--- src/rtl/cursor_motion_mapper_if.sv ---
// Frame, calibration and cursor-output signals of the cursor motion mapper.
// The master side drives features/calibration; the slave side is the mapper.
interface cursor_motion_mapper_if #(
    parameter int DATA_W = 16
);
    logic                     valid;
    logic signed [DATA_W-1:0] feat_x;
    logic signed [DATA_W-1:0] feat_y;
    logic signed [DATA_W-1:0] offset_x;
    logic signed [DATA_W-1:0] offset_y;
    logic                     calibrated;
    logic                     recenter;
    logic [11:0]              cursor_x;
    logic [11:0]              cursor_y;
    logic signed [7:0]        dx;
    logic signed [7:0]        dy;
    logic                     out_valid;
    logic                     active;

    modport master (
        output valid, feat_x, feat_y, offset_x, offset_y, calibrated, recenter,
        input  cursor_x, cursor_y, dx, dy, out_valid, active
    );

    modport slave (
        input  valid, feat_x, feat_y, offset_x, offset_y, calibrated, recenter,
        output cursor_x, cursor_y, dx, dy, out_valid, active
    );
endinterface

--- src/rtl/cursor_motion_mapper.sv ---
// Maps offset-corrected feature frames to a bounded cursor step and a
// screen-clamped integrated cursor position through a short pipeline.
module cursor_motion_mapper #(
    parameter int DEADZONE   = 16,
    parameter int GAIN_SHIFT = 4,
    parameter int MAX_STEP   = 32,
    parameter int SCREEN_W   = 1920,
    parameter int SCREEN_H   = 1080
) (
    input  logic                   clk,
    input  logic                   rst,
    cursor_motion_mapper_if.slave  bus
);
    localparam int DATA_W = 16;
    localparam int ERR_W  = DATA_W + 1;
    localparam int POS_W  = 14;
    localparam logic [11:0]             CTR_X = 12'(SCREEN_W / 2);
    localparam logic [11:0]             CTR_Y = 12'(SCREEN_H / 2);
    localparam logic signed [POS_W-1:0] MAX_X = POS_W'(SCREEN_W - 1);
    localparam logic signed [POS_W-1:0] MAX_Y = POS_W'(SCREEN_H - 1);

    // Magnitude-domain shift keeps rounding symmetric toward zero.
    function automatic logic signed [7:0] step_of(input logic signed [ERR_W-1:0] err);
        logic [ERR_W-1:0]  mag;
        logic [ERR_W-1:0]  sh;
        logic signed [7:0] s8;
        mag = err[ERR_W-1] ? $unsigned(-err) : $unsigned(err);
        if (mag <= ERR_W'(DEADZONE)) sh = '0;
        else                         sh = (mag - ERR_W'(DEADZONE)) >> GAIN_SHIFT;
        if (sh > ERR_W'(MAX_STEP)) sh = ERR_W'(MAX_STEP);
        s8 = 8'(sh);
        return err[ERR_W-1] ? -s8 : s8;
    endfunction

    function automatic logic [11:0] clamp_pos(input logic signed [POS_W-1:0] v,
                                              input logic signed [POS_W-1:0] hi);
        if (v < 0)  return '0;
        if (v > hi) return 12'(hi);
        return 12'(v);
    endfunction

    logic                     cal_q, cal_d;
    logic                     active_q, active_d;
    logic signed [DATA_W-1:0] shadow_x_q, shadow_x_d, shadow_y_q, shadow_y_d;
    logic                     vld_p0_q, vld_p0_d, vld_p1_q, vld_p1_d, vld_p2_q, vld_p2_d;
    logic                     out_valid_q, out_valid_d;
    logic signed [DATA_W-1:0] feat_x_p0_q, feat_x_p0_d, feat_y_p0_q, feat_y_p0_d;
    logic signed [ERR_W-1:0]  err_x_p1_q, err_x_p1_d, err_y_p1_q, err_y_p1_d;
    logic signed [7:0]        step_x_p2_q, step_x_p2_d, step_y_p2_q, step_y_p2_d;
    logic [11:0]              cursor_x_q, cursor_x_d, cursor_y_q, cursor_y_d;
    logic signed [7:0]        dx_q, dx_d, dy_q, dy_d;
    logic signed [POS_W-1:0]  sum_x, sum_y;
    logic                     cal_rise, cal_fall;

    always_comb begin
        cal_rise    = bus.calibrated & ~cal_q;
        cal_fall    = ~bus.calibrated & cal_q;
        cal_d       = bus.calibrated;
        active_d    = active_q;
        shadow_x_d  = shadow_x_q;
        shadow_y_d  = shadow_y_q;
        if (cal_rise) begin
            active_d   = 1'b1;
            shadow_x_d = bus.offset_x;
            shadow_y_d = bus.offset_y;
        end
        if (cal_fall) active_d = 1'b0;

        // Stage p0: capture accepted frame
        vld_p0_d    = bus.valid & active_q;
        feat_x_p0_d = bus.feat_x;
        feat_y_p0_d = bus.feat_y;

        // Stage p1: offset-corrected error
        vld_p1_d   = vld_p0_q;
        err_x_p1_d = $signed({feat_x_p0_q[DATA_W-1], feat_x_p0_q}) -
                     $signed({shadow_x_q[DATA_W-1], shadow_x_q});
        err_y_p1_d = $signed({feat_y_p0_q[DATA_W-1], feat_y_p0_q}) -
                     $signed({shadow_y_q[DATA_W-1], shadow_y_q});

        // Stage p2: deadzone, gain and saturation
        vld_p2_d    = vld_p1_q;
        step_x_p2_d = step_of(err_x_p1_q);
        step_y_p2_d = step_of(err_y_p1_q);

        // Output stage: integrate and clamp to the screen
        sum_x       = $signed({2'b00, cursor_x_q}) + POS_W'(step_x_p2_q);
        sum_y       = $signed({2'b00, cursor_y_q}) + POS_W'(step_y_p2_q);
        out_valid_d = vld_p2_q;
        dx_d        = dx_q;
        dy_d        = dy_q;
        cursor_x_d  = cursor_x_q;
        cursor_y_d  = cursor_y_q;
        if (vld_p2_q) begin
            dx_d       = step_x_p2_q;
            dy_d       = step_y_p2_q;
            cursor_x_d = clamp_pos(sum_x, MAX_X);
            cursor_y_d = clamp_pos(sum_y, MAX_Y);
        end
        // Losing calibration drops every in-flight frame, including one finishing now.
        if (cal_fall) begin
            vld_p0_d    = 1'b0;
            vld_p1_d    = 1'b0;
            vld_p2_d    = 1'b0;
            out_valid_d = 1'b0;
            dx_d        = dx_q;
            dy_d        = dy_q;
            cursor_x_d  = cursor_x_q;
            cursor_y_d  = cursor_y_q;
        end
        if (bus.recenter) begin
            cursor_x_d = CTR_X;
            cursor_y_d = CTR_Y;
        end
    end

    always_ff @(posedge clk) begin
        if (rst) begin
            cal_q       <= 1'b0;
            active_q    <= 1'b0;
            shadow_x_q  <= '0;
            shadow_y_q  <= '0;
            vld_p0_q    <= 1'b0;
            vld_p1_q    <= 1'b0;
            vld_p2_q    <= 1'b0;
            out_valid_q <= 1'b0;
            cursor_x_q  <= CTR_X;
            cursor_y_q  <= CTR_Y;
            dx_q        <= '0;
            dy_q        <= '0;
        end else begin
            cal_q       <= cal_d;
            active_q    <= active_d;
            shadow_x_q  <= shadow_x_d;
            shadow_y_q  <= shadow_y_d;
            vld_p0_q    <= vld_p0_d;
            vld_p1_q    <= vld_p1_d;
            vld_p2_q    <= vld_p2_d;
            out_valid_q <= out_valid_d;
            cursor_x_q  <= cursor_x_d;
            cursor_y_q  <= cursor_y_d;
            dx_q        <= dx_d;
            dy_q        <= dy_d;
        end
    end

    always_ff @(posedge clk) begin
        feat_x_p0_q <= feat_x_p0_d;
        feat_y_p0_q <= feat_y_p0_d;
        err_x_p1_q  <= err_x_p1_d;
        err_y_p1_q  <= err_y_p1_d;
        step_x_p2_q <= step_x_p2_d;
        step_y_p2_q <= step_y_p2_d;
    end

    assign bus.cursor_x  = cursor_x_q;
    assign bus.cursor_y  = cursor_y_q;
    assign bus.dx        = dx_q;
    assign bus.dy        = dy_q;
    assign bus.out_valid = out_valid_q;
    assign bus.active    = active_q;
endmodule

--- src/flat_wrapper.sv ---
// flat-port wrapper written by rule: the top's interface ports become plain ports
module cursor_motion_mapper_flat 
#(
    parameter int DEADZONE   = 16,
    parameter int GAIN_SHIFT = 4,
    parameter int MAX_STEP   = 32,
    parameter int SCREEN_W   = 1920,
    parameter int SCREEN_H   = 1080
)
  (clk, rst, bus_valid, bus_feat_x, bus_feat_y, bus_offset_x, bus_offset_y, bus_calibrated, bus_recenter, bus_cursor_x, bus_cursor_y, bus_dx, bus_dy, bus_out_valid, bus_active);
  cursor_motion_mapper_if bus_i ();
  input  logic clk;
  input  logic rst;
  input wire logic [$bits(bus_i.valid)-1:0] bus_valid;
  input wire logic [$bits(bus_i.feat_x)-1:0] bus_feat_x;
  input wire logic [$bits(bus_i.feat_y)-1:0] bus_feat_y;
  input wire logic [$bits(bus_i.offset_x)-1:0] bus_offset_x;
  input wire logic [$bits(bus_i.offset_y)-1:0] bus_offset_y;
  input wire logic [$bits(bus_i.calibrated)-1:0] bus_calibrated;
  input wire logic [$bits(bus_i.recenter)-1:0] bus_recenter;
  output wire logic [$bits(bus_i.cursor_x)-1:0] bus_cursor_x;
  output wire logic [$bits(bus_i.cursor_y)-1:0] bus_cursor_y;
  output wire logic [$bits(bus_i.dx)-1:0] bus_dx;
  output wire logic [$bits(bus_i.dy)-1:0] bus_dy;
  output wire logic [$bits(bus_i.out_valid)-1:0] bus_out_valid;
  output wire logic [$bits(bus_i.active)-1:0] bus_active;
  assign bus_i.valid = bus_valid;
  assign bus_i.feat_x = bus_feat_x;
  assign bus_i.feat_y = bus_feat_y;
  assign bus_i.offset_x = bus_offset_x;
  assign bus_i.offset_y = bus_offset_y;
  assign bus_i.calibrated = bus_calibrated;
  assign bus_i.recenter = bus_recenter;
  assign bus_cursor_x = bus_i.cursor_x;
  assign bus_cursor_y = bus_i.cursor_y;
  assign bus_dx = bus_i.dx;
  assign bus_dy = bus_i.dy;
  assign bus_out_valid = bus_i.out_valid;
  assign bus_active = bus_i.active;
  cursor_motion_mapper #(.DEADZONE(DEADZONE), .GAIN_SHIFT(GAIN_SHIFT), .MAX_STEP(MAX_STEP), .SCREEN_W(SCREEN_W), .SCREEN_H(SCREEN_H)) u_core (.clk(clk), .rst(rst), .bus(bus_i));
endmodule
--- config.mk ---
export PLATFORM = sky130hd
export DESIGN_NAME = cursor_motion_mapper_flat
export DESIGN_NICKNAME = d
export VERILOG_FILES = /design/src/rtl/cursor_motion_mapper_if.sv /design/src/rtl/cursor_motion_mapper.sv /design/src/flat_wrapper.sv
export SDC_FILE = /design/constraint.sdc
export NUM_CORES = 1
export LEC_CHECK = 0
export ABC_AREA = 1
export CORE_MARGIN = 5
export CORE_UTILIZATION = 51
export CTS_CLUSTER_DIAMETER = 100
export CTS_CLUSTER_SIZE = 10
export DETAILED_ROUTE_END_ITERATION = 10
export MAX_ROUTING_LAYER = met4
export PLACE_DENSITY = 0.84
export SYNTH_ARGS = -nofsm -noshare
export SYNTH_HDL_FRONTEND = slang
export SYNTH_SLANG_ARGS = --single-unit
--- constraint.sdc ---
create_clock -name clk -period 2.6 [get_ports clk]
set_clock_uncertainty 0.1 [all_clocks]
set_input_delay 0.39 -clock clk [delete_from_list [all_inputs] [get_ports clk]]
set_output_delay 0.39 -clock clk [all_outputs]
set_load 0.01 [all_outputs]
### After elaboration in Yosys (flattened, before gate mapping)

Index checks and enable logic that the tools add are counted.

| word-level totals | value |
|---|---|
| input port bits | 69 |
| output and inout bits | 42 |
| bits in registers | 160 |

| operators by class | value |
|---|---|
| $lt $le $gt $ge | 8 |
| muxes and demuxes | 26 |
| add/subtract/negate cells | 10 |
| reductions and logical operators | 3 |
| bitwise operators | 6 |

Operators with widths:

| kind | count |
|---|---|
| 2-to-1 mux 12 bit | 8 |
| less-or-equal comparator 17 x 5 -> 1 bit, second input constant | 2 |
| 2-to-1 mux 17 bit | 2 |
| negation 17 bit | 2 |
| subtractor 16 x 16 -> 17 bit | 2 |
| subtractor 17 x 5 -> 17 bit, second input constant | 2 |
| 2-to-1 mux 8 bit | 4 |
| adder 13 x 8 -> 14 bit | 2 |
| > comparator 14 x 12 -> 1 bit, second input constant | 2 |
| < comparator 14 x 1 -> 1 bit, second input constant | 2 |
| > comparator 13 x 6 -> 1 bit, second input constant | 2 |
| 2-to-1 mux 13 bit | 2 |
| negation 8 bit | 2 |
| 2-to-1 mux 1 bit | 10 |
| OR reduction 2 bit | 2 |
| bitwise AND 1 bit | 3 |
| NOT 1 bit | 3 |
| AND reduction 2 bit | 1 |

### Logic depth before layout (Yosys ltp)

Gate-level depths: netlist of the first run.

| logic depth | value |
|---|---|
| word-level depth | 8 |
| gate-level depth with buffers | 26 |
| mapped depth without buffers | 26 |

### Worst setup path before layout of the first run

OpenSTA, ideal clock, no wires.

| timing path | value |
|---|---|
| kind | register -> register |
| from | reg u_core.err_x_p1_q[3] |
| to | reg u_core.step_x_p2_q[4] |
| buffers on the path | 0 |
| path slack | 12 ps |
| clock period less this slack | 2588 ps |
| setup time | 113 ps |
| arrival time | 2375 ps |
| stages on the path, launching flop included | 26 |
| data required time | 2387 ps |
| cells stage by stage | dfxtp_1 > nor2_2 > nand3_4 > nor2_4 > inv_2 > nand2_2 > nand2_1 > nand2_1 > nand2_2 > nor2_2 > nand2_2 > inv_2 > nand2_1 > nand2_1 > nand4_1 > nor2_4 > nand2_2 > nor2_4 > inv_1 > nor2_2 > inv_1 > ha_1 > nand3_1 > nand2_1 > nand2_1 > nand2_1 |

| on the way | value |
|---|---|
| longest elaborated chain between the ends | 8 |
| elaborated cells between the ends (all ways) | 9 |
| those cells by class | add/sub: 3; order compare: 2; mux: 4 |

Ends and longest elaborated chain:

| item | RTL line | RTL |
|---|---|---|
| from (decl) | cursor_motion_mapper.sv:48 | `logic signed [ERR_W-1:0] err_x_p1_q, err_x_p1_d, err_y_p1_q, err_y_p1_d;` |
| from (signal assigned) | cursor_motion_mapper.sv:150 | `err_x_p1_q <= err_x_p1_d;` |
| negation 17 bit | cursor_motion_mapper.sv:27 | `mag = err[ERR_W-1] ? $unsigned(-err) : $unsigned(err);` |
| 2-to-1 mux 17 bit (*) | cursor_motion_mapper.sv:27 |  |
| subtractor 17 x 5 -> 17 bit / less-or-equal comparator 17 x 5 -> 1 bit (equally long branches) | cursor_motion_mapper.sv:29, cursor_motion_mapper.sv:28 |  |
| 2-to-1 mux 13 bit (*) | cursor_motion_mapper.sv:28 | `if (mag <= ERR_W'(DEADZONE)) sh = '0;` |
| > comparator 13 x 6 -> 1 bit | cursor_motion_mapper.sv:30 | `if (sh > ERR_W'(MAX_STEP)) sh = ERR_W'(MAX_STEP);` |
| 2-to-1 mux 8 bit (*) | cursor_motion_mapper.sv:30 |  |
| negation 8 bit | cursor_motion_mapper.sv:32 | `return err[ERR_W-1] ? -s8 : s8;` |
| 2-to-1 mux 8 bit (*) | cursor_motion_mapper.sv:32 |  |
| via u_core.step_x_p2_d[4] | cursor_motion_mapper.sv:49 | `logic signed [7:0] step_x_p2_q, step_x_p2_d, step_y_p2_q, step_y_p2_d;` |
| to (signal assigned) | cursor_motion_mapper.sv:152 | `step_x_p2_q <= step_x_p2_d;` |
| to (decl) | cursor_motion_mapper.sv:49 |  |

Mark *: on every way through the listed nets, which the timed path passes. The rest lies on a longest branch.
A chain may end at the register's enable or synchronous reset.

### Final worst setup path of the first run

| timing path | value |
|---|---|
| from | reg u_core.err_y_p1_q[0] |
| to | reg u_core.step_y_p2_q[4] |

| on the way | value |
|---|---|
| longest elaborated chain between the ends | 8 |
| elaborated cells between the ends (all ways) | 9 |
| those cells by class | add/sub: 3; order compare: 2; mux: 4 |

Ends and longest elaborated chain:

| item | RTL line | RTL |
|---|---|---|
| from (decl) | cursor_motion_mapper.sv:48 |  |
| from (signal assigned) | cursor_motion_mapper.sv:151 | `err_y_p1_q <= err_y_p1_d;` |
| negation 17 bit | cursor_motion_mapper.sv:27 |  |
| 2-to-1 mux 17 bit (*) | cursor_motion_mapper.sv:27 |  |
| subtractor 17 x 5 -> 17 bit / less-or-equal comparator 17 x 5 -> 1 bit (equally long branches) | cursor_motion_mapper.sv:29, cursor_motion_mapper.sv:28 |  |
| 2-to-1 mux 13 bit (*) | cursor_motion_mapper.sv:28 |  |
| > comparator 13 x 6 -> 1 bit | cursor_motion_mapper.sv:30 |  |
| 2-to-1 mux 8 bit (*) | cursor_motion_mapper.sv:30 |  |
| negation 8 bit | cursor_motion_mapper.sv:32 |  |
| 2-to-1 mux 8 bit (*) | cursor_motion_mapper.sv:32 |  |
| via u_core.step_y_p2_d[4] | cursor_motion_mapper.sv:49 |  |
| to (signal assigned) | cursor_motion_mapper.sv:153 | `step_y_p2_q <= step_y_p2_d;` |
| to (decl) | cursor_motion_mapper.sv:49 |  |

Marked as above.

==> results of run 1 <==
==> sequential cells by signal, indices dropped and copies added (netlist names), 8 cells and up <==
name,count
u_core.bus.cursor_x,12
u_core.bus.cursor_y,12
u_core.bus.dx,8
u_core.bus.dy,8
u_core.err_x_p1_q,17
u_core.err_y_p1_q,17
u_core.feat_x_p0_q,16
u_core.feat_y_p0_q,16
u_core.shadow_x_q,16
u_core.shadow_y_q,16
u_core.step_x_p2_q,8
u_core.step_y_p2_q,8
==> final timing paths <==
kind                                                  endpoint                    startpoint
worst min-delay path            u_core.feat_x_p0_q[12]$_DFF_P_                bus_feat_x[12]
worst max-delay path             u_core.step_y_p2_q[4]$_DFF_P_  u_core.err_y_p1_q[0]$_DFF_P_
worst min register to register      u_core.vld_p1_q$_SDFF_PP0_    u_core.vld_p0_q$_SDFF_PP0_
worst max register to register   u_core.step_y_p2_q[4]$_DFF_P_  u_core.err_y_p1_q[0]$_DFF_P_
==> power breakdown <==
group,internal [mW],total (mW),switching (mW)
sequential,2.70,2.89,0.193
clock,1.42,2.47,1.06
combinational,1.40,3.15,1.75
==> synthesized netlist by cell type, drive strengths merged <==
cell,count,share of area (%)
a221oi,2,0.20
o21ai,89,5.1
and3,1,0.072
a31oi,4,0.29
dfxtp,160,37
a21o,3,0.26
xor2,43,4.5
nand3,67,4.3
a21boi,6,0.51
clkinv,3,0.14
nor2,140,6.6
o21bai,4,0.34
clkbuf,19,0.93
o221ai,2,0.20
o211ai,7,0.60
nand4,13,1.0
nand3b,7,0.60
a211oi,2,0.17
xnor2,17,1.7
fa,4,0.92
inv,168,7.2
nor3,9,0.57
o31ai,2,0.17
o2111ai,1,0.10
ha,62,8.9
buf,4,0.33
nand2,265,12
a21oi,104,6.0
==> cells by family after synthesis <==
logic type,after synthesis
DFF,160
xor gates and xnor gates,60
adders and majority gates,66
and+or+nand+nor,502
buffers and inverters,194
AOI/OAI and AO/OA,226
==> worst reg2reg max path: stages, from the launching register on <==
cell and delay, ns:
dfxtp_2 0.32, nor2_4 0.17, buf_6 0.13, nand2_4 0.05, nand2_2 0.09, xor2_2 0.20
inv_2 0.09, ha_4 0.18, nand3_1 0.12, nand2_2 0.07, o211ai_1 0.16, nand3_1 0.11
nand2_2 0.11, nand2_4 0.07, nor3_4 0.14, inv_2 0.06, ha_4 0.16, nand2_2 0.05
inv_2 0.04, nand2_2 0.06, nand2_1 0.05, nand2_1 0.06, nand2_1 0.04
==> metrics by stage <==
stage	setup WS [ns]	total power, mW
floorplan	0.0122	4.54
finish	-0.149	8.52
detailed placement	-0.225	5.43
global placement	-0.119	5.36
global route	-0.355	9.05
CTS	-0.116	8.09
==> layer usage <==
layer | track usage [%] | vias up | routed length [um]
li1 | - | 4354 | -
met1 | 25.5 | 3897 | 9450
met2 | 37.6 | 224 | 11300
met3 | 3.89 | 48 | 1080
met4 | 7.85 | 0 | 518
met5 | - | - | 0
==> cell type report <==
| cell class | count | area share [%] |
|---|---|---|
| multi-input combinational | 856 | 44.8 |
| sequential | 160 | 26.4 |
| timing repair buffer | 225 | 16.5 |
| inverter | 171 | 5.25 |
| clock buffer | 20 | 3.81 |
| tap | 220 | 2.25 |
| clock inverter | 12 | 0.980 |
==> layout by cell type, fill, tap and decap left out, types with 9 or more instances in the layout <==
master             n
buf_4            104
o21ai_0           68
nor2_4            23
xor2_1            38
dfxtp_2           21
nand4_1           12
buf_6              9
inv_2             15
o21ai_1           17
nand3_2            9
xnor2_1           16
a21oi_2           14
nand2_1          225
clkbuf_16         17
nor2_2            15
ha_1              47
clkdlybuf4s50_1  110
nand2_2           34
inv_1            153
ha_4              14
a21oi_1           90
dfxtp_1          138
nand3_1           53
nor2_1           102
==> what timing repair did <==
action	CTS	global route
gates cloned	1	1
setup buffers	11	13
resized for setup	57	155
setup endpoints to repair	26	46
pin swaps	33	75
==> metrics.csv, run 1 <==
stage;metric;value;unit
run_status;outcome;finished with violations;
run_status;failing checks;setup timing;
yosys;synthesized flop and latch total;160;
timing;period utilization;106;%
die;die height;141;um
die;starting density of the core;52.4;%
grt;remaining global-route overflow;0;
timing;Final Hold Vio Count;0;
critical_path;Critical Setup Path Class;reg2reg;
critical_path;crit-path max FO;3;
yosys;xor/xnor share of the synthesized area;6.18;%
clock_network;CTS sink cnt;160;
place;dpl cell area;10700;um^2
critical_path;Critical Path Stages;22;
critical_path;slowest stage delay, CP;0.32;ns
timing;fin crit period;2.75;ns
die;Die Area;19900;um^2
detailed_routing;DR vias/cell;5.12;
job;MaxCap Viol Count;0;
yosys;Synth cell types;45;
hold_path;Hold WC Path Type;in2reg;
timing;final worst setup slack;-0.149;ns
timing;RSZ-0062 raised after global routing;yes;
critical_path;Most common cell on crit path;nand2_2;
layout;Multi-input gate area;5500;um^2
grt;first-pass GRT wire length;35500;um
critical_path;worst reg2reg path depth;22;
critical_path;CP Cell Sequence;nor2_4 -> buf_6 -> nand2_4 -> nand2_2 -> xor2_2 -> inv_2 -> ha_4 -> nand3_1 -> nand2_2 -> o211ai_1 -> nand3_1 -> nand2_2 -> nand2_4 -> nor3_4 -> inv_2 -> ha_4 -> nand2_2 -> inv_2 -> nand2_2 -> nand2_1 -> nand2_1 -> nand2_1;
yosys;syn_area_per_cell;7.24;um^2
die;core outline area;16700;um^2
clock_network;Bufs on Longest Clock Path;2;
die;die width;141;um
timing;max_slew headroom;64.2;%
yosys;Synth Area in Simple Gates;24.9;%
grt;initial antenna violation count;0;
timing;Fmax;364;MHz
detailed_routing;1st-pass router iterations;5;
grt;largest net degree at the start of global routing;63;
yosys;mux share of post-synthesis cell area;0;%
layout;Area Growth Syn to Fin;40.1;%
critical_path;Reg2Reg Setup Slack;-0.15;ns
detailed_routing;antenna viol nets, final;0;
timing;endpoints failing setup;6;
clock_network;CTS tree;built;
layout;share of cells above drive strength 1;23.2;%
timing;hold_ws;0.305;ns
yosys;Post-Synth Adder-Cell Area;9.78;%
yosys;mapped cell area;8750;um^2
place;# port buffers;110;
grt;Total GRT Usage;21.8;%
timing;worst slew pin tran;0.536;ns
place;gpl congestion;0.897;
critical_path;Crit. End Element;flip-flop;
detailed_routing;Wirelength per Cell;13.4;um
clock_network;Worst-Skew Late Latency;0.42;ns
die;I/O pin count;111;
layout;Final #Nets;1566;
detailed_routing;vias;8523;
hold_path;cell count of the worst hold path;1;
clock_network;H-tree depth;4;
detailed_routing;WL final;22300;um
pwr;peak supply drop;0.542;mV
layout;Final Non-Filler Cells;1664;
clock_network;Clk pin slew, worst setup/hold paths;0.07;ns
clock_network;cts bufs inserted;17;
critical_path;gate family responsible for the most delay along the worst path;simple AND/OR/NAND/NOR gates;
yosys;Syn. warnings;0;
place;placed cells;1608;
yosys;Cells after Synth;1208;
detailed_routing;# DRC;0;
detailed_routing;Starting DRT DRC Count;450;
timing;Final Max Slew Viols;0;
critical_path;Critical Path RT;2.82;ns
layout;final core utilization;73.4;%
layout;filler cell count;1192;
yosys;largest family of logic cells by synthesized area;simple AND/OR/NAND/NOR gates;
place;post-detail-place hpwl;15400;um
timing;Setup TNS;-0.506;ns
pwr;Lkg Pwr;5.51;nW
grt;vias in the first global route;8111;
layout;final instance area;12300;um^2
critical_path;Buf+Inv Stages, Crit Path;4;
clock_network;CTS Root Cell;clkbuf_16;
critical_path;CP Launch Type;flip-flop;
layout;sequential standard cell area;3230;um^2
yosys;sequential element share of the synthesized area;36.6;%
layout;antenna cell count;0;
yosys;Compound-Gate Fraction of Synth Area;13.9;%
clock_network;CTS Hold Bufs;0;
critical_path;Arrival @ worst endpoint;2.97;ns
critical_path;slowest CP cell;dfxtp_2;
die;num rows;47;
yosys;Mapped Nets;1343;
pwr;pwr/cell area;695;nW/um^2
(Power assumes the default switching activity.)
==> run 2: changes to the inputs <==
Settings changed: CORE_UTILIZATION 51 to 45, PLACE_DENSITY 0.84 to 0.77.
==> metrics.csv, run 2 (synthesis gave the netlist of run 1 again) <==
stage;metric;value;unit;change
run_status;outcome;finished with violations;;
run_status;failing checks;setup timing;;
place;post-detail-place hpwl;15800;um;+2.1%
layout;most common cell after layout, fill and taps aside;nand2_1;;
layout;Area Growth Syn to Fin;43.4;%;
detailed_routing;vias;8453;;-0.82%
clock_network;CTS sink cnt;160;;unchanged
die;core outline area;19300;um^2;+16%
detailed_routing;Wirelength per Cell;12.9;um;-4.0%
layout;share of cells above drive strength 1;24.0;%;+0.81 points
critical_path;slowest CP cell;dfxtp_2;;
detailed_routing;Met3 Wirelength;1160;um;+7.3%
clock_network;cts bufs inserted;17;;unchanged
detailed_routing;DR vias/cell;4.88;;-4.7%
layout;Multi-input gate area;5520;um^2;+0.43%
pwr;switching portion of total power;35.5;%;+0.30 points
timing;Final Hold Vio Count;0;;unchanged
layout;sequential standard cell area;3220;um^2;-0.31%
hold_path;Hold WC Path Type;in2reg;;
pwr;Lkg Pwr;5.67;nW;+2.8%
critical_path;slowest stage delay, CP;0.33;ns;about the same
detailed_routing;1st-pass router iterations;5;;unchanged
timing;Fmax;355;MHz;-2.4%
critical_path;Arrival @ worst endpoint;3.05;ns;+0.08 ns
grt;vias in the first global route;7920;;-2.4%
pwr;total power;8.81;mW;+3.5%
clock_network;CTS Root Cell;clkbuf_16;;
layout;Largest regs;u_core.err_x_p1_q: 17 flops, u_core.err_y_p1_q: 17 flops;;
critical_path;CP Launch Type;flip-flop;;
critical_path;Crit. End Element;flip-flop;;
timing;endpoints failing setup;7;;+1
clock_network;CTS tree;built;;
detailed_routing;Starting DRT DRC Count;394;;-12%
detailed_routing;antenna viol nets, final;0;;unchanged
layout;filler cell count;1596;;+34%
critical_path;crit-path max FO;4;;+1
pwr;internal power;5.68;mW;+3.0%
place;placed cells;1676;;+4.2%
grt;first-pass GRT wire length;34500;um;-2.6%
grt;Total GRT Usage;19.2;%;-2.6 points
place;Post-Place Worst Slack;-0.213;ns;+0.0116 ns
die;die width;149;um;+6.0%
grt;initial antenna violation count;0;;unchanged
detailed_routing;metal1 wirelength;9550;um;+1.1%
layout;Final #Nets;1588;;+1.4%
detailed_routing;# DRC;0;;unchanged
critical_path;Most common cell on crit path;nand2_1;;
layout;antenna cell count;0;;unchanged
layout;Final Non-Filler Cells;1731;;+4.0%
die;I/O pin count;111;;unchanged
clock_network;Bufs on Longest Clock Path;2;;unchanged
detailed_routing;met2 wire len;11300;um;about the same
clock_network;Clk pin slew, worst setup/hold paths;0.07;ns;about the same
pwr;Flop pwr share;32.7;%;-1.3 points
grt;largest net degree at the start of global routing;63;;unchanged
clock_network;Worst-Skew Late Latency;0.44;ns;+0.02 ns
timing;max_slew headroom;71.7;%;+7.5 points
critical_path;CP Cell Sequence;nor2_4 -> nand3_2 -> nand2_2 -> nand2_2 -> nand2_4 -> buf_6 -> ha_4 -> nand2_2 -> nand2_1 -> nand2_1 -> o211ai_1 -> nand3_2 -> nand2_2 -> nand2_2 -> nor3_2 -> inv_1 -> ha_2 -> nand2_1 -> inv_1 -> nand2_1 -> nand2_1 -> nand2_1 -> nand2_1;;
timing;worst slew pin tran;0.423;ns;-0.113 ns
timing;Final Max Slew Viols;0;;unchanged
die;num rows;51;;+8.5%
clock_network;H-tree depth;4;;unchanged
timing;period utilization;108;%;+2.6 points
detailed_routing;WL final;22300;um;-0.13%
timing;RSZ-0062 raised after global routing;yes;;
timing;fin crit period;2.82;ns;+0.0668 ns
pwr;Sw Pwr;3.13;mW;+4.4%
layout;most frequent cells in the layout;nand2_1, inv_1, dfxtp_1, buf_4, clkdlybuf4s50_1;;
place;gpl congestion;0.904;;+0.78%
pwr;Comb power frac;37.6;%;+0.6 points
die;Die Area;22300;um^2;+12%
grt;remaining global-route overflow;0;;unchanged
pwr;pwr/cell area;702;nW/um^2;+1.1%
pwr;peak supply drop;0.438;mV;-19%
critical_path;Critical Setup Path Class;reg2reg;;
pwr;Clk network pwr share;29.7;%;+0.7 points
place;# port buffers;110;;unchanged
timing;final worst setup slack;-0.215;ns;-0.0668 ns
detailed_routing;top sig layer;met4;;
die;die height;149;um;+6.0%
critical_path;Critical Path RT;2.83;ns;about the same
job;MaxCap Viol Count;0;;unchanged
die;starting density of the core;45.3;%;-7.1 points
run 2: worst paths after layout:
path / end / depth (start not counted) / from / slack (ns)
worst max-delay path: u_core.step_y_p2_q[4]$_DFF_P_ / 23 / u_core.err_y_p1_q[0]$_DFF_P_ / -0.22
worst min-delay path: u_core.feat_x_p0_q[11]$_DFF_P_ / 1 / bus_feat_x[11] / 0.29
worst max register to register: u_core.step_y_p2_q[4]$_DFF_P_ / 23 / u_core.err_y_p1_q[0]$_DFF_P_ / -0.22
worst min register to register: u_core.vld_p1_q$_SDFF_PP0_ / 2 / u_core.vld_p0_q$_SDFF_PP0_ / 0.32
run 2: worst max-delay path: cells and delay by family, from the launching register on:
family                     cells  cell delay (ns)
DFF                            1             0.33
and+or+nand+nor               17             1.55
buffers and inverters          3             0.24
AOI/OAI and AO/OA              1             0.21
adders and majority gates      2             0.32
run 2: power groups by stage:
stage	logic, mW	clock network [mW]	registers [mW]
after floorplan	1.68	0	2.86
after global placement	2.61	0	2.89
after detailed placement	2.65	0	2.89
after CTS	2.87	2.66	2.87
after global routing	3.67	2.77	2.91
final	3.31	2.62	2.89
run 2: stage by stage:
step / hold slack [ns] / utilization [%] / TNS [ns] / cell area [um^2]
after floorplan: 0.294 / - / 0 / 8750
after detailed placement: 0.301 / 56.7 / -2.09 / 11000
final: 0.288 / 64.9 / -0.642 / 12500
after CTS: 0.276 / 61.6 / -0.864 / 11900
after global placement: 0.295 / 56.7 / -0.505 / 11000
after global routing: 0.275 / 64.9 / -4.54 / 12500
run 2: cell type report:
class / instances / area share (%)
clock buffers: 17 / 3.39
clock inverters: 15 / 1.51
inverters: 171 / 5.14
multi-input cells: 856 / 44.0
flip-flops and latches: 160 / 25.7
well taps: 265 / 2.64
repair buffers: 247 / 17.7
run 2: what timing repair did:
item	4_1_cts	5_1_grt
cloned	0	2
buffers inserted	16	11
pin swaps	45	71
hold buffers	0	0
gates resized for setup	67	144
setup endpoints to repair	31	45
run 2: metal layers:
layer / vias to the layer above / track usage [%]
met5: - / -
met3: 30 / 3.24
met1: 3807 / 23.0
met4: 0 / 6.09
li1: 4396 / -
met2: 220 / 33.1
==> run 3: changes to the inputs <==
Settings changed: MAX_ROUTING_LAYER met4 to default.
==> metrics.csv, run 3 (synthesis gave the netlist of run 1 again) <==
stage;metric;value;unit;change
run_status;outcome;finished with violations;;
run_status;failing checks;setup timing;;
timing;Final Hold Vio Count;0;;unchanged
detailed_routing;antenna viol nets, final;0;;unchanged
clock_network;CTS sink cnt;160;;unchanged
layout;most common cell after layout, fill and taps aside;nand2_1;;
layout;Area Growth Syn to Fin;41.5;%;
place;post-detail-place hpwl;15200;um;-3.4%
pwr;pwr/cell area;685;nW/um^2;-2.4%
hold_path;Hold WC Path Type;in2reg;;
critical_path;slowest stage delay, CP;0.36;ns;+0.03 ns
place;Post-Place Worst Slack;-0.252;ns;-0.0386 ns
grt;first-pass GRT wire length;35000;um;+1.3%
layout;final instance area;12400;um^2;-1.4%
detailed_routing;# DRC;0;;unchanged
grt;vias in the first global route;8027;;+1.4%
layout;most frequent cells in the layout;nand2_1, inv_1, dfxtp_1, buf_4, clkdlybuf4s50_1;;
clock_network;CTS Hold Bufs;0;;unchanged
detailed_routing;DR vias/cell;4.87;;-0.35%
timing;RSZ-0062 raised after global routing;yes;;
timing;max_slew headroom;75.3;%;+3.6 points
critical_path;Critical Setup Path Class;reg2reg;;
clock_network;Worst-Skew Late Latency;0.42;ns;-0.02 ns
timing;Final Max Slew Viols;0;;unchanged
detailed_routing;Starting DRT DRC Count;273;;-31%
die;I/O pin count;111;;unchanged
die;die width;149;um;unchanged
timing;endpoints failing setup;5;;-2
pwr;peak supply drop;0.467;mV;+6.7%
timing;Fmax;370;MHz;+4.2%
grt;Total GRT Usage;18.8;%;-0.41 points
layout;antenna cell count;0;;unchanged
detailed_routing;vias;8433;;-0.24%
clock_network;CTS Root Cell;clkbuf_16;;
clock_network;CTS tree;built;;
critical_path;CP Launch Point;u_core.err_y_p1_q[4]$_DFF_P_;;
die;num rows;51;;unchanged
layout;filler cell count;1617;;+1.3%
detailed_routing;1st-pass router iterations;5;;unchanged
timing;period utilization;104;%;-4.4 points
critical_path;Crit. End Element;flip-flop;;
die;Die Area;22300;um^2;unchanged
critical_path;CP Cell Sequence;nor2_4 -> nand3_2 -> nand2_2 -> nand2_1 -> nand2_2 -> nand2_2 -> nor2_4 -> buf_4 -> nand2_1 -> buf_4 -> nand2_1 -> nand3_1 -> nand3_1 -> nand2_2 -> nand2_2 -> nor3_2 -> buf_4 -> buf_4 -> buf_4 -> buf_4 -> buf_4 -> nand2_1 -> nand2_1;;
place;dpl cell area;10900;um^2;-0.21%
layout;share of cells above drive strength 1;23.2;%;-0.78 points
clock_network;cts bufs inserted;17;;unchanged
detailed_routing;WL final;21700;um;-2.8%
detailed_routing;Wirelength per Cell;12.5;um;-2.9%
critical_path;r2r startpoint;u_core.err_y_p1_q[4]$_DFF_P_;;
layout;Final #Nets;1590;;+0.13%
die;die height;149;um;unchanged
critical_path;Most common cell on crit path;buf_4;;
critical_path;crit-path max FO;3;;-1
timing;fin crit period;2.70;ns;-0.114 ns
pwr;Lkg Pwr;5.62;nW;-0.76%
place;gpl congestion;0.895;;-1.0%
place;# port buffers;110;;unchanged
clock_network;Clk pin slew, worst setup/hold paths;0.07;ns;about the same
timing;worst slew pin tran;0.369;ns;-0.0545 ns
critical_path;Arrival @ worst endpoint;2.92;ns;-0.13 ns
grt;remaining global-route overflow;0;;unchanged
layout;Largest regs;u_core.err_x_p1_q: 17 flops, u_core.err_y_p1_q: 17 flops;;
clock_network;H-tree depth;4;;unchanged
clock_network;Bufs on Longest Clock Path;2;;unchanged
timing;final worst setup slack;-0.102;ns;+0.114 ns
grt;largest net degree at the start of global routing;63;;unchanged
job;MaxCap Viol Count;0;;unchanged
critical_path;Critical Path RT;2.82;ns;about the same
critical_path;Buf+Inv Stages, Crit Path;7;;+4
critical_path;CP Launch Type;flip-flop;;
critical_path;gate family responsible for the most delay along the worst path;simple AND/OR/NAND/NOR gates;;
hold_path;hold path start;bus_feat_y[12];;
die;core outline area;19300;um^2;unchanged
critical_path;slowest CP cell;dfxtp_4;;
grt;initial antenna violation count;0;;unchanged
die;starting density of the core;45.3;%;unchanged
-- run 3: through the flow --
step	hold slack (ns)	cells	util, %	setup TNS (ns)	power [mW]
floorplan	0.294	1208	-	0	4.54
global placement	0.295	1673	56.6	-0.555	5.48
detailed placement	0.311	1673	56.6	-1.49	5.52
CTS	0.288	1721	61.5	-0.775	8.23
global route	0.284	1733	64.0	-4.76	9.04
finish	0.304	1733	64.0	-0.349	8.48
-- run 3: timing repair --
action,CTS,global route
setup buffers,15,11
pin swaps,47,55
endpoints found under the hold margin,0,0
setup endpoints to repair,22,47
resized for setup,72,107
gates cloned,1,1
-- run 3: power by group --
group          switching (mW)  total, mW  internal [mW]
clock network            1.09       2.50           1.41
logic                    1.68       3.09           1.42
registers               0.192       2.89           2.70
-- run 3: routing by layer --
metal / track usage, % / vias up / routed length, um
met3: 3.06 / 22 / 915
met2: 33.6 / 173 / 10800
met1: 23.3 / 3840 / 9680
met5: 0 / - / 0
li1: - / 4398 / -
met4: 5.72 / 0 / 276
-- run 3: path summary, 6_finish.rpt --
kind	end	slack, ns	depth (start not counted)
worst max-delay path	u_core.step_y_p2_q[1]$_DFF_P_	-0.10	23
worst min-delay path	u_core.feat_y_p0_q[12]$_DFF_P_	0.30	1
worst max register to register	u_core.step_y_p2_q[1]$_DFF_P_	-0.10	23
worst min register to register	u_core.vld_p1_q$_SDFF_PP0_	0.33	2
-- run 3: layout make-up --
cell class / count / area, um^2 / share of cell area [%]
Tap cell: 265 / 332 / 2.68
Timing Repair Buffer: 249 / 2190 / 17.7
Clock inverter: 13 / 139 / 1.12
Clock buffer: 19 / 453 / 3.66
Inverter: 171 / 643 / 5.20
Multi-Input combinational cell: 856 / 5390 / 43.5
Sequential cell: 160 / 3230 / 26.1
-- run 3: worst register-to-register path: stages, from the launching register on --
cell and delay, ns:
dfxtp_4 0.36, nor2_4 0.13, nand3_2 0.12, nand2_2 0.10, nand2_1 0.06, nand2_2 0.08
nand2_2 0.08, nor2_4 0.12, buf_4 0.12, nand2_1 0.06, buf_4 0.13, nand2_1 0.05
nand3_1 0.09, nand3_1 0.11, nand2_2 0.07, nand2_2 0.09, nor3_2 0.05, buf_4 0.12
buf_4 0.12, buf_4 0.12, buf_4 0.12, buf_4 0.12, nand2_1 0.05, nand2_1 0.04
